$ cat config.mk
export PLATFORM = sky130hd
export DESIGN_NAME = order_tx_serializer_flat
export DESIGN_NICKNAME = d
export VERILOG_FILES = /design/src/rtl/order_tx_serializer_if.sv /design/src/rtl/order_tx_serializer.sv /design/src/flat_wrapper.sv
export SDC_FILE = /design/constraint.sdc
export NUM_CORES = 1
export LEC_CHECK = 0
export CORE_MARGIN = 3
export CORE_UTILIZATION = 30
export CTS_CLUSTER_DIAMETER = 50
export DETAILED_ROUTE_END_ITERATION = 8
export HOLD_SLACK_MARGIN = 0.1
export PLACE_DENSITY = 0.51
export REMOVE_ABC_BUFFERS = 1
export SYNTH_ARGS = -nofsm -noshare
export SYNTH_HDL_FRONTEND = slang
export SYNTH_SLANG_ARGS = --single-unit
$ cat constraint.sdc
create_clock -name clk -period 10.5 [get_ports clk]
set_input_delay 2.1 -clock clk [delete_from_list [all_inputs] [get_ports clk]]
set_output_delay 2.1 -clock clk [all_outputs]
set_load 0.01 [all_outputs]
$ cat src/rtl/order_tx_serializer_if.sv
// Approved-order input bundle plus the byte-wide valid/ready egress stream of order_tx_serializer.
// master drives orders and tx_ready; slave is the serializer.
interface order_tx_serializer_if #(
    parameter int PRICE_W = 32,
    parameter int SIZE_W  = 32,
    parameter int TS_W    = 64
);
    logic               valid_in;
    logic               side_in;
    logic [PRICE_W-1:0] price_in;
    logic [SIZE_W-1:0]  qty_in;
    logic [TS_W-1:0]    ts_in;
    logic [7:0]         tx_data;
    logic               tx_valid;
    logic               tx_ready;
    logic               tx_last;

    modport master (
        output valid_in, side_in, price_in, qty_in, ts_in, tx_ready,
        input  tx_data, tx_valid, tx_last
    );

    modport slave (
        input  valid_in, side_in, price_in, qty_in, ts_in, tx_ready,
        output tx_data, tx_valid, tx_last
    );
endinterface

$ cat src/rtl/order_tx_serializer.sv
// Buffers approved orders in a FIFO, tags them with sequential IDs and serialises each as a byte message.
// Define ORDER_TX_CHECKSUM_EN to append the XOR checksum byte (17-byte message instead of 16).
module order_tx_serializer #(
    parameter int          ORDER_FIFO_DEPTH = 4,
    parameter logic [15:0] ORDER_ID_INIT    = 16'h0000,
    parameter int          PRICE_W          = 32,
    parameter int          SIZE_W           = 32,
    parameter int          TS_W             = 64
) (
    input  logic                              clk,
    input  logic                              rst_n,
    order_tx_serializer_if.slave              bus,
    output logic                              busy,
    output logic [$clog2(ORDER_FIFO_DEPTH):0] fifo_count,
    output logic                              drop_pulse,
    output logic [15:0]                       drop_count,
    output logic [15:0]                       next_order_id
);
    localparam int         AW       = $clog2(ORDER_FIFO_DEPTH);
    localparam logic [AW:0] FULL_CNT = (AW+1)'(ORDER_FIFO_DEPTH);
`ifdef ORDER_TX_CHECKSUM_EN
    localparam logic [4:0] LAST_IDX = 5'd16;
`else
    localparam logic [4:0] LAST_IDX = 5'd15;
`endif

    generate
        if (PRICE_W > 32 || SIZE_W > 32) begin : g_bad_width
            $error("order_tx_serializer: PRICE_W and SIZE_W must not exceed 32");
        end
        if (ORDER_FIFO_DEPTH < 2 || (ORDER_FIFO_DEPTH & (ORDER_FIFO_DEPTH - 1)) != 0) begin : g_bad_depth
            $error("order_tx_serializer: ORDER_FIFO_DEPTH must be a power of 2 and at least 2");
        end
    endgenerate

    typedef struct packed {
        logic        side;
        logic [15:0] id;
        logic [31:0] price;
        logic [31:0] qty;
        logic [31:0] ts;
    } order_t;

    typedef enum logic {IDLE, SEND} state_t;

    order_t         mem [ORDER_FIFO_DEPTH];
    order_t         head;
    logic [AW-1:0]  wr_ptr;
    logic [AW-1:0]  rd_ptr;
    logic           push;
    logic           pop;
    state_t         state;
    logic [127:0]   msg;
    logic [4:0]     byte_idx;
`ifdef ORDER_TX_CHECKSUM_EN
    logic [7:0]     csum;
`endif

    // A pop in the same cycle frees a slot, so a push into a full FIFO is still accepted then.
    assign pop  = (state == IDLE) && (fifo_count != '0);
    assign push = bus.valid_in && ((fifo_count != FULL_CNT) || pop);
    assign head = mem[rd_ptr];
    assign busy = (fifo_count != '0) || (state == SEND);

    always_ff @(posedge clk) begin
        if (push) begin
            mem[wr_ptr] <= '{side:  bus.side_in,
                             id:    next_order_id,
                             price: 32'(bus.price_in),
                             qty:   32'(bus.qty_in),
                             ts:    32'(bus.ts_in)};
        end
    end

    always_ff @(posedge clk or negedge rst_n) begin
        if (!rst_n) begin
            wr_ptr     <= '0;
            rd_ptr     <= '0;
            fifo_count <= '0;
        end else begin
            if (push) wr_ptr <= wr_ptr + 1'b1;
            if (pop)  rd_ptr <= rd_ptr + 1'b1;
            if (push && !pop) begin
                fifo_count <= fifo_count + 1'b1;
            end else if (!push && pop) begin
                fifo_count <= fifo_count - 1'b1;
            end
        end
    end

    always_ff @(posedge clk or negedge rst_n) begin
        if (!rst_n) begin
            next_order_id <= ORDER_ID_INIT;
            drop_pulse    <= 1'b0;
            drop_count    <= '0;
        end else begin
            drop_pulse <= bus.valid_in && !push;
            if (bus.valid_in && !push && drop_count != 16'hFFFF) begin
                drop_count <= drop_count + 16'd1;
            end
            if (push) begin
                next_order_id <= next_order_id + 16'd1;
            end
        end
    end

    // The message register shifts left one byte per accepted byte; its top byte is always the next to send.
    always_ff @(posedge clk or negedge rst_n) begin
        if (!rst_n) begin
            state        <= IDLE;
            msg          <= '0;
            byte_idx     <= '0;
            bus.tx_data  <= '0;
            bus.tx_valid <= 1'b0;
            bus.tx_last  <= 1'b0;
`ifdef ORDER_TX_CHECKSUM_EN
            csum         <= '0;
`endif
        end else begin
            case (state)
                IDLE: begin
                    if (pop) begin
                        msg          <= {8'hA5, 7'b0, head.side, head.id, head.price, head.qty, head.ts};
                        byte_idx     <= '0;
                        bus.tx_data  <= 8'hA5;
                        bus.tx_valid <= 1'b1;
                        bus.tx_last  <= 1'b0;
`ifdef ORDER_TX_CHECKSUM_EN
                        csum         <= '0;
`endif
                        state        <= SEND;
                    end
                end
                SEND: begin
                    if (bus.tx_ready) begin
                        if (bus.tx_last) begin
                            bus.tx_valid <= 1'b0;
                            bus.tx_last  <= 1'b0;
                            state        <= IDLE;
                        end else begin
                            byte_idx    <= byte_idx + 5'd1;
                            msg         <= msg << 8;
                            bus.tx_last <= (byte_idx + 5'd1 == LAST_IDX);
`ifdef ORDER_TX_CHECKSUM_EN
                            csum        <= csum ^ bus.tx_data;
                            bus.tx_data <= (byte_idx == 5'd15) ? (csum ^ bus.tx_data) : msg[119:112];
`else
                            bus.tx_data <= msg[119:112];
`endif
                        end
                    end
                end
                default: state <= IDLE;
            endcase
        end
    end
endmodule

$ cat src/flat_wrapper.sv
// flat-port wrapper written by rule: the top's interface ports become plain ports
module order_tx_serializer_flat 
#(
    parameter int          ORDER_FIFO_DEPTH = 4,
    parameter logic [15:0] ORDER_ID_INIT    = 16'h0000,
    parameter int          PRICE_W          = 32,
    parameter int          SIZE_W           = 32,
    parameter int          TS_W             = 64
)
  (clk, rst_n, busy, fifo_count, drop_pulse, drop_count, next_order_id, bus_valid_in, bus_side_in, bus_price_in, bus_qty_in, bus_ts_in, bus_tx_ready, bus_tx_data, bus_tx_valid, bus_tx_last);
  order_tx_serializer_if #(.PRICE_W(PRICE_W), .SIZE_W(SIZE_W), .TS_W(TS_W)) bus_i ();
  input  logic clk;
  input  logic rst_n;
  output logic busy;
  output logic [$clog2(ORDER_FIFO_DEPTH):0] fifo_count;
  output logic drop_pulse;
  output logic [15:0] drop_count;
  output logic [15:0] next_order_id;
  input wire logic [$bits(bus_i.valid_in)-1:0] bus_valid_in;
  input wire logic [$bits(bus_i.side_in)-1:0] bus_side_in;
  input wire logic [$bits(bus_i.price_in)-1:0] bus_price_in;
  input wire logic [$bits(bus_i.qty_in)-1:0] bus_qty_in;
  input wire logic [$bits(bus_i.ts_in)-1:0] bus_ts_in;
  input wire logic [$bits(bus_i.tx_ready)-1:0] bus_tx_ready;
  output wire logic [$bits(bus_i.tx_data)-1:0] bus_tx_data;
  output wire logic [$bits(bus_i.tx_valid)-1:0] bus_tx_valid;
  output wire logic [$bits(bus_i.tx_last)-1:0] bus_tx_last;
  assign bus_i.valid_in = bus_valid_in;
  assign bus_i.side_in = bus_side_in;
  assign bus_i.price_in = bus_price_in;
  assign bus_i.qty_in = bus_qty_in;
  assign bus_i.ts_in = bus_ts_in;
  assign bus_i.tx_ready = bus_tx_ready;
  assign bus_tx_data = bus_i.tx_data;
  assign bus_tx_valid = bus_i.tx_valid;
  assign bus_tx_last = bus_i.tx_last;
  order_tx_serializer #(.ORDER_FIFO_DEPTH(ORDER_FIFO_DEPTH), .ORDER_ID_INIT(ORDER_ID_INIT), .PRICE_W(PRICE_W), .SIZE_W(SIZE_W), .TS_W(TS_W)) u_core (.clk(clk), .rst_n(rst_n), .bus(bus_i), .busy(busy), .fifo_count(fifo_count), .drop_pulse(drop_pulse), .drop_count(drop_count), .next_order_id(next_order_id));
endmodule
==> impl_metrics.ini <==
[yosys]
library_cell_occupying_the_most_area_in_the_post_synthesis_netlist = edfxtp_1
synth-seq-cells = 628
synth.top_cells.by_area = edfxtp_1 56%, dfrtp_1 18%, mux4_2 10%, mux2i_1 4.4%, a21oi_1 2.2%
dominantRegCellSynth = edfxtp_1
synth_seq_area_share = 0.739
synth_enable_flop_cells = 452
synth_async_sr_flop_share = 0.280
post_synth_num_cell_types = 49
ys_warn_count = 0
synthCells = 1345
synthDominantCellAreaShare = 0.558
synthesis.area_sq_um = 24300
post_synthesis_average_cell_area_sq_um = 18.1

[cts]
cts_num_sinks = 628
cts_root_buf = clkbuf_16
clock_pin_slew_of_the_registers_on_the_worst_case_setup_and_hold_paths_ps = 60
cts_made_buffers = 76
clk_path_buf_depth = 3
buffers_inserted_by_post_cts_timing_repair = 0
clk-insertion-delay-late_ps = 600
cts_tree = done
ctsHtreeMaxLevel = 3
postCtsHoldBufs = 0
ctsResizeCount = 0

[final_layout]
final_cell_mix = 452 x edfxtp_1, 173 x dfrtp_1, 146 x clkdlybuf4s50_1
most_common_cell_after_layout_fill_and_taps_aside = edfxtp_1
layout.cell_area.non_filler_sq_um = 29600
post_route_cells_drive_above_1_share = 0.170
area_delta_synth_final_pct = 21.6
finalNetCount = 1656
fin_util = 0.372

[critical_path]
timing.critical_path.fanout_max = 60
cp_top_family = simple AND/OR/NAND/NOR gates
worst_path_largest_cell_delay_ps = 950
crit_path_top_delay_cell = buf_4
critical_path.reg2reg.endpoint = u_core.mem[1][26]
worstPathBufferInverterCount = 2
path_cells = clkdlybuf4s50_1 -> nor2b_1 -> and2_4 -> buf_4
timing.critical_path.from_type = primary input
timing.rr.start = u_core.state
reg2regPathDepth = 4
arrival_ps = 5640
critical_path.endpoint_type = flop
rrSetupSlack_ps = 5970
timing.setup.critical_path_class = in2reg
worst-endpoint-required_ps = 10710

[power]
leakage_nw = 10.8
p_sw_frac = 0.272
cellInternalPower_mw = 5.77
seq_power_share = 0.456
vdd_ir_drop_max_v = 0.000126
share_of_power_burned_in_combinational_logic = 0.201
netSwitchingPower_mw = 2.15
power_frac_clock = 0.343
total_power_mw = 7.92
power_density_nw_per_um2 = 268

[timing]
finalWorstSetupSlack_ps = 5070
worst-slew-pin-transition_ps = 1090
worst_hold_slack_ps = 468
slew_headroom = 0.272
finalCritPeriodShare = 0.517
report.final.slew_viol_count = 0
timing.final.hold_violations = 0
timing_limited_maximum_frequency_mhz = 184
setup_viol = 0
grt_setup_unrepaired = no
finClkSkew_ps = 21.5
min_period_ps = 5430

[placed_design]
preCtsSetupSlack_ps = 4300
dpl_cell_area_sq_um = 26900
io_buffers = 147
placer_s_final_routability_congestion_estimate = 0.695
detailed_place_hpwl_um = 29300

[global_routing]
grt_max_degree = 234
via_count_of_the_first_global_routing_pass = 13246
track_usage = 0.126
antenna_found_initial = 8
global_route_wire_length_before_repair_um = 81700
overflow = 0

[drt]
dr.pass1.iters = 4
postRouteWirelength_um = 53300
remaining_drc_errors = 0
avgRoutedWirePerCell_um = 20.3
drtIter0Drc = 651
dr_total_vias = 12145
drt.antenna.violating_nets = 0
viasPerCell = 4.62

[die]
io-pin-count = 180
overall_die_height_um = 291
initial_utilization = 0.305
floorplan.die_area_sq_um = 84500
placeableCoreArea_sq_um = 79600
chipWidth_um = 291
std_cell_rows = 103

[outcome]
outcome = finished, final reports clean

[worst_hold_path]
holdCritPathClass = reg2reg
hold_start = u_core.msg[118]
hold_depth = 2
min_delay_worst_endpoint = u_core.msg[118]

[job]
drv.max_cap_violation_count = 0
flip-flops by register name, indices dropped and copies added (netlist names):
name,flops
u_core.bus.tx_data,8
u_core.wr_ptr,2
u_core.drop_count,16
u_core.next_order_id,16
u_core.fifo_count,3
u_core.byte_idx,5
u_core.drop_pulse,1
u_core.mem,452
u_core.state,1
u_core.rd_ptr,2
u_core.bus.tx_last,1
u_core.bus.tx_valid,1
u_core.msg,120
worst min-delay path, delay by kind of cell (launching register included):
family	cells	cell delay (ps)
DFF	1	340
and+or+nand+nor	2	100
cell families (layout without fill, tap and decap cells):
group | Yosys count | count (layout) | share of synthesized area
DFF | 628 | 628 | 0.739
other | 0 | 4 | 0
buffers and inverters | 85 | 315 | 0.0161
xor gates and xnor gates | 35 | 35 | 0.0126
muxes | 222 | 222 | 0.150
and+or+nand+nor | 231 | 231 | 0.0470
AOI/OAI and AO/OA | 134 | 134 | 0.0301
adders and majority gates | 10 | 10 | 0.00545
through the flow:
stage / cells / TNS [ps]
after detailed placement: 2485 / 0
after global placement: 2485 / 0
after floorplan: 1272 / -185
after CTS: 2625 / 0
final: 2629 / 0
after global routing: 2625 / 0
power groups by stage:
stage	clock network, mW	registers (mW)	logic, mW
3_5_place_dp	0	3.67	1.65
6_report	2.72	3.61	1.59
3_3_place_gp	0	3.65	1.64
2_1_floorplan	0	3.72	1.11
4_1_cts	2.79	3.63	1.66
5_1_grt	2.91	3.69	1.77
routing by layer:
metal / wire length (um) / track usage / vias up / part of all wire
li1: - / - / 5581 / -
met1: 22900 / 0.160 / 6299 / 0.43
met2: 26900 / 0.213 / 190 / 0.50
met3: 2650 / 0.0331 / 67 / 0.050
met4: 858 / 0.0379 / 8 / 0.016
met5: 52 / 0 / - / 0.00097
cell usage after synthesis, drive strengths merged, types with 3 or more instances:
master and n:
edfxtp 452, dfrtp 176, nor2 116, mux4 113
a21oi 109, mux2i 106, buf 42, nand2 40
clkbuf 31, nand3 26, xor2 20, xnor2 15
inv 12, ha 9, nand4 9, nor4 9
a22o 8, a31oi 6, nor3 6, o21ai 6
and2 5, and3 4, and4 3, mux2 3
nor2b 3, nor4b 3
how the worst max path moves through the flow:
stage	startpoint	to	depth (start not counted)
2_1_floorplan	u_core.state	u_core.msg[114]	3
3_3_place_gp	bus_valid_in	u_core.mem[3][33]	4
3_5_place_dp	bus_valid_in	u_core.mem[1][38]	4
4_1_cts	bus_valid_in	u_core.mem[1][36]	4
5_1_grt	bus_valid_in	u_core.mem[1][26]	4
6_report	bus_valid_in	u_core.mem[1][26]	4
layout make-up:
cell class                 instances  area [sq um]
inverter                          12          45.0
clock buffer                     105          2130
clock inverter                    35           515
multi-input combinational        632          5970
antenna                            4          10.0
sequential                       628         18000
timing repair buffer             163          1610
fill                            7389         50100
tap                             1050          1310
Power figures use the tool's default switching activity.
